**config.mk**
```make
export PLATFORM = sky130hd
export DESIGN_NAME = bcd_seg7_scan
export DESIGN_NICKNAME = d
export VERILOG_FILES = /design/src/rtl/bcd_seg7_scan.sv
export SDC_FILE = /design/constraint.sdc
export NUM_CORES = 1
export LEC_CHECK = 0
export CORE_MARGIN = 2
export CORE_UTILIZATION = 60
export DETAILED_ROUTE_END_ITERATION = 7
export PLACE_DENSITY = 0.88
export SYNTH_ARGS = -nofsm -noshare
export SYNTH_HDL_FRONTEND = slang
export SYNTH_SLANG_ARGS = --single-unit
export TNS_END_PERCENT = 1
```
**constraint.sdc**
```tcl
create_clock -name clk -period 6.8 [get_ports clk]
set_input_delay 1.36 -clock clk [delete_from_list [all_inputs] [get_ports clk]]
set_output_delay 1.36 -clock clk [all_outputs]
set_load 0.01 [all_outputs]
```
**src/rtl/bcd_seg7_scan.sv**
```systemverilog
// bcd_seg7_scan
// Scans a 3-digit BCD value onto a time-multiplexed, common-anode
// seven-segment display. New values are double-buffered and only swapped
// in at a frame boundary, so a digit never changes mid-frame. Supports
// leading-zero blanking, an "Err" indication and whole-display blinking.
//
// Ports:
//   clk        system clock, rising edge
//   rst_n      asynchronous active-low reset
//   load       one-cycle strobe capturing bcd_in/err
//   bcd_in     [11:8] hundreds, [7:4] tens, [3:0] units
//   err        captured with load; shows "Err" when set
//   blank_lz   live leading-zero blanking enable
//   blink      live blink enable
//   an_n       active-low digit enables ([0] units .. [2] hundreds)
//   seg_n      active-low segments {g,f,e,d,c,b,a}
//   frame_done one-cycle pulse after each completed frame
//
// Digit-select FSM:
//   state | meaning
//   DIG_U | units digit lit (idx 0)
//   DIG_T | tens digit lit (idx 1)
//   DIG_H | hundreds digit lit (idx 2); last slot of a frame
module bcd_seg7_scan #(
    parameter int SCAN_DIV     = 50000,
    parameter int BLINK_FRAMES = 64
) (
    input  logic        clk,
    input  logic        rst_n,
    input  logic        load,
    input  logic [11:0] bcd_in,
    input  logic        err,
    input  logic        blank_lz,
    input  logic        blink,
    output logic [2:0]  an_n,
    output logic [6:0]  seg_n,
    output logic        frame_done
);

    localparam int DW = (SCAN_DIV > 1) ? $clog2(SCAN_DIV) : 1;
    localparam int BW = (BLINK_FRAMES > 1) ? $clog2(BLINK_FRAMES) : 1;
    localparam logic [DW-1:0] DIV_LAST   = DW'(SCAN_DIV - 1);
    localparam logic [BW-1:0] BLINK_LAST = BW'(BLINK_FRAMES - 1);

    typedef enum logic [1:0] {
        DIG_U = 2'd0,
        DIG_T = 2'd1,
        DIG_H = 2'd2
    } state_t;

    state_t        state, state_next;
    logic [DW-1:0] div_cnt;
    logic [BW-1:0] blink_cnt;
    logic          phase_on;
    logic [11:0]   active, pending;
    logic          active_err, pend_err, pend_v;
    logic          wrap, boundary;
    logic [2:0]    an_next;
    logic [6:0]    seg_next;
    logic [3:0]    nib;
    logic          blanked;

    function automatic logic [6:0] decode(input logic [3:0] n);
        logic [6:0] s;
        case (n)
            4'd0:    s = 7'h40;
            4'd1:    s = 7'h79;
            4'd2:    s = 7'h24;
            4'd3:    s = 7'h30;
            4'd4:    s = 7'h19;
            4'd5:    s = 7'h12;
            4'd6:    s = 7'h02;
            4'd7:    s = 7'h78;
            4'd8:    s = 7'h00;
            4'd9:    s = 7'h10;
            default: s = 7'h3F;
        endcase
        return s;
    endfunction

    assign wrap     = (div_cnt == DIV_LAST);
    assign boundary = wrap && (state == DIG_H);

    always_ff @(posedge clk or negedge rst_n) begin
        if (!rst_n) begin
            div_cnt <= '0;
        end else if (wrap) begin
            div_cnt <= '0;
        end else begin
            div_cnt <= div_cnt + DW'(1);
        end
    end

    // FSM: state register
    always_ff @(posedge clk or negedge rst_n) begin
        if (!rst_n) begin
            state <= DIG_U;
        end else begin
            state <= state_next;
        end
    end

    // FSM: next-state logic; advances only when the digit period expires
    always_comb begin
        state_next = state;
        if (wrap) begin
            case (state)
                DIG_U:   state_next = DIG_T;
                DIG_T:   state_next = DIG_H;
                default: state_next = DIG_U;
            endcase
        end
    end

    // Double buffer. A load coinciding with the boundary bypasses pending
    // so it is shown in the very next frame rather than one frame later.
    always_ff @(posedge clk or negedge rst_n) begin
        if (!rst_n) begin
            pending    <= '0;
            pend_err   <= 1'b0;
            pend_v     <= 1'b0;
            active     <= '0;
            active_err <= 1'b0;
        end else if (boundary) begin
            pend_v <= 1'b0;
            if (load) begin
                active     <= bcd_in;
                active_err <= err;
            end else if (pend_v) begin
                active     <= pending;
                active_err <= pend_err;
            end
        end else if (load) begin
            pending  <= bcd_in;
            pend_err <= err;
            pend_v   <= 1'b1;
        end
    end

    always_ff @(posedge clk or negedge rst_n) begin
        if (!rst_n) begin
            blink_cnt <= '0;
            phase_on  <= 1'b1;
        end else if (!blink) begin
            blink_cnt <= '0;
            phase_on  <= 1'b1;
        end else if (boundary) begin
            if (blink_cnt == BLINK_LAST) begin
                blink_cnt <= '0;
                phase_on  <= ~phase_on;
            end else begin
                blink_cnt <= blink_cnt + BW'(1);
            end
        end
    end

    always_ff @(posedge clk or negedge rst_n) begin
        if (!rst_n) begin
            frame_done <= 1'b0;
        end else begin
            frame_done <= boundary;
        end
    end

    // FSM: output logic; feeds the output register so an_n/seg_n lag state by one clock
    always_comb begin
        an_next  = 3'b110;
        nib      = active[3:0];
        seg_next = 7'h7F;
        blanked  = 1'b0;
        case (state)
            DIG_T: begin
                an_next = 3'b101;
                nib     = active[7:4];
                blanked = (active[11:8] == 4'd0) && (active[7:4] == 4'd0);
            end
            DIG_H: begin
                an_next = 3'b011;
                nib     = active[11:8];
                blanked = (active[11:8] == 4'd0);
            end
            default: begin
                an_next = 3'b110;
                nib     = active[3:0];
                blanked = 1'b0;
            end
        endcase

        if (active_err) begin
            seg_next = (state == DIG_H) ? 7'h06 : 7'h2F;
        end else begin
            seg_next = decode(nib);
        end

        // Err mode always shows all three characters.
        if ((blank_lz && !active_err && blanked) || (blink && !phase_on)) begin
            an_next  = 3'b111;
            seg_next = 7'h7F;
        end
    end

    always_ff @(posedge clk or negedge rst_n) begin
        if (!rst_n) begin
            an_n  <= 3'b111;
            seg_n <= 7'h7F;
        end else begin
            an_n  <= an_next;
            seg_n <= seg_next;
        end
    end

endmodule

```
==> summary.md <==
| Metric | Value |
|---|---|
| Post-DRT Antenna Nets | `0` |
| Starting DRT DRC Count | `128` |
| Syn nets | `302` |
| Switching Share | `21.0%` |
| Critical path's slowest cell | `clkdlybuf4s50_1` |
| GP Congestion | `0.839` |
| Post-DP Area | `3460 µm²` |
| Multi-input gate area | `1460 µm²` |
| Final hold vios | `0` |
| H-Tree Depth | `3` |
| Inst Count DP | `361` |
| Port buffer count | `28` |
| Worst-Skew Late Latency | `0.34 ns` |
| Critical path launch point type | `primary input` |
| Routed WL | `6.53 mm` |
| Remaining DRCs | `0` |
| Final Critical Period | `3.55 ns` |
| Netlist Area Pre-Place | `3130 µm²` |
| Critical path class | `primary input to register` |
| I/O Pins | `29` |
| # Post-CTS Setup Buffers | `0` |
| Pre-antenna DRT Iters | `4` |
| Total GRT Usage | `25.1%` |
| Final HPWL DP | `4.09 mm` |
| Ys async rst share | `100%` |
| Status | `complete, no violations` |
| Global-route wire length before repair | `11.3 mm` |
| TNS Setup | `0 ns` |
| Die Area | `5820 µm²` |
| Pwr dens | `230 nW/µm²` |
| P_sw | `179 µW` |
| Internal cell power | `672 µW` |
| Post-cts sizing count | `0` |
| Worst R2R Start | `div_cnt[5]` |
| Ys Warns | `0` |
| Non-filler cells in the finished layout | `377` |
| Final setup fails | `0` |
| Total CTS buffers | `9` |
| Nets | `333` |
| Max IR drop VDD | `0.187 mV` |
| Via Count | `2233` |
| Fmax | `281 MHz` |
| P_leak | `0.00158 µW` |
| Combinational power share | `7.5%` |
| Final setup skew | `0.0106 ns` |
| Critical Path Most Common Cell | `nor2_1` |
| Vias per cell | `5.92` |
| Hold WC Path Type | `register to register` |
| Die W | `76.3 µm` |
| Synthesized instance count | `271` |
| Setup slack, reg-to-reg | `3.71 ns` |
| P&R area growth vs syn | `18.1%` |
| Crit path from | `load` |
| Commonest non-fill, non-tap cell in the layout | `dfrtp_1` |
| CTS clock-pin slew for the worst setup and hold paths | `0.07 ns` |
| Seq cells post-synth | `63` |
| Sequential share of power | `46.9%` |
| Max stage delay on crit path | `0.94 ns` |
| Sink Count | `63` |
| Number of cells on the worst reg-to-reg path | `4` |
| Wire length per cell | `17.3 µm` |
| Max_slew headroom | `26.5%` |
| Primary FF master, synth | `dfrtp_1` |
| Number of global-route vias before repair | `2326` |
| Layout cell share with drive strength beyond 1 | `25.1%` |
| CP Data Arrival Time | `3.78 ns` |
| Clock network fraction of total power | `45.7%` |
| CP max FO | `15` |
| Syn Area/Cell | `11.6 µm²` |
| CTS Root Cell | `clkbuf_8` |
| Core box area | `5070 µm²` |
| Most frequent cells in the layout | `dfrtp_1 (52), mux2_2 (39), clkdlybuf4s50_1 (27), nor2_1 (21)` |
| Netlist cell types | `47` |
| Clk buf depth | `2` |
| Layout fillers | `339` |
| CP Cell Sequence | `clkdlybuf4s50_1 -> nor2_1 -> nor2_1 -> mux2_2` |
| Initial core utilization | `61.8%` |
| Worst Max-Slew Pin Slew | `1.10 ns` |
| Crit. End Element | `register` |
| CTS tree | `built` |
| CP endpoint | `active[9]` |
| Max-slew violations | `0` |
| ANT cells | `0` |
| FP Rows | `26` |
| Post-synthesis sequential area ratio | `50.7%` |
| Pin count of the biggest net entering global routing | `64` |
| Fin crit share | `52.3%` |
| Die H | `76.3 µm` |
| Hold-fix buffers at CTS | `0` |
| Design area | `3700 µm²` |
| FF-to-FF End | `active[9]` |
| RSZ-0062 raised after global routing | `no` |
| Total area of sequential cells | `1590 µm²` |
| Max-cap violations | `0` |
| GRT overflow | `0` |
| Initial antenna violation count | `0` |
| HP Start | `div_cnt[0]` |
| EDFF count, synth | `0` |
| Req. time, crit path | `7.02 ns` |
==> sequential cells by signal (all words and copies together) (netlist names), 2 cells and up <==
name       cells
active        12
div_cnt       16
state          2
pending       12
blink_cnt      6
seg_n          7
an_n           3
==> synthesized netlist by cell type, types with 3 or more instances <==
cell type | count | area share [%]
dfrtp_1 | 52 | 42
mux2_2 | 39 | 14
nor2_1 | 21 | 2.5
ha_1 | 13 | 5.2
dfstp_2 | 11 | 9.2
nand2_1 | 11 | 1.3
a21oi_1 | 10 | 1.6
inv_1 | 10 | 1.2
nand3_1 | 10 | 1.6
nand4_1 | 8 | 1.6
xor2_1 | 8 | 2.2
a211oi_1 | 6 | 1.4
clkbuf_1 | 6 | 0.72
o21ai_0 | 6 | 0.96
xnor2_1 | 5 | 1.4
a22oi_1 | 4 | 0.96
and2_1 | 4 | 0.80
nor3_1 | 4 | 0.64
o311ai_0 | 4 | 1.1
and4_1 | 3 | 0.84
or2_2 | 3 | 0.60
==> power by group through the flow <==
stage / Combinational [µW] / Sequential (µW) / Clock, µW
floorplan: 31.5 / 405 / 0
global placement: 61.1 / 404 / 0
detailed placement: 63.3 / 405 / 0
CTS: 64.4 / 398 / 392
global route: 69.8 / 400 / 411
finish: 63.8 / 399 / 388
==> worst min path at each step <==
stage / slack, ns / depth (start not counted) / end
2_1_floorplan: 0.42 / 1 / div_cnt[0]
3_3_place_gp: 0.44 / 1 / div_cnt[0]
3_5_place_dp: 0.46 / 1 / div_cnt[0]
4_1_cts: 0.47 / 1 / div_cnt[0]
5_1_grt: 0.48 / 1 / div_cnt[0]
6_report: 0.46 / 1 / div_cnt[0]
==> layout make-up <==
| cell class | count | area share [%] |
|---|---|---|
| clock buffers | 14 | 4.94 |
| clock inverters | 2 | 1.62 |
| inverters | 10 | 1.01 |
| multi-input cells | 189 | 39.5 |
| flip-flops and latches | 63 | 43.0 |
| well taps | 70 | 2.37 |
| repair buffers | 29 | 7.64 |
==> stage by stage <==
step | setup WS (ns) | total power [µW] | hold slack [ns] | utilization, %
after floorplan | 4.14 | 436 | 0.424 | -
after global placement | 3.11 | 465 | 0.442 | 68.1
after detailed placement | 2.91 | 468 | 0.460 | 68.1
after CTS | 3.26 | 855 | 0.469 | 72.9
after global routing | 3.09 | 880 | 0.477 | 72.9
final | 3.25 | 851 | 0.464 | 72.9
==> cell families after synthesis <==
| logic type | count (synthesis) | share of synthesized area (%) |
|---|---|---|
| simple gates | 80 | 14.0 |
| compound gates | 42 | 9.10 |
| mux | 41 | 14.7 |
| buf+inv | 19 | 2.67 |
| flops | 63 | 50.7 |
| fa+ha+maj | 13 | 5.19 |
| xor+xnor | 13 | 3.63 |
==> worst max-delay path: cells and delay by family <==
family                 cells  cell delay [ns]
AND/OR/NAND/NOR            2             1.03
buffers and inverters      1             0.94
multiplexers               1             0.43
==> layer usage <==
layer / wire, µm / vias to the layer above / global-route usage [%] / share of wire (%)
li1: - / 1052 / - / -
met1: 2880 / 1113 / 32.2 / 44
met2: 3290 / 53 / 40.7 / 50
met3: 227 / 15 / 4.74 / 3.5
met4: 128 / 0 / 12.9 / 2.0
met5: 0 / - / 0 / 0
Power figures use the tool's default switching activity.
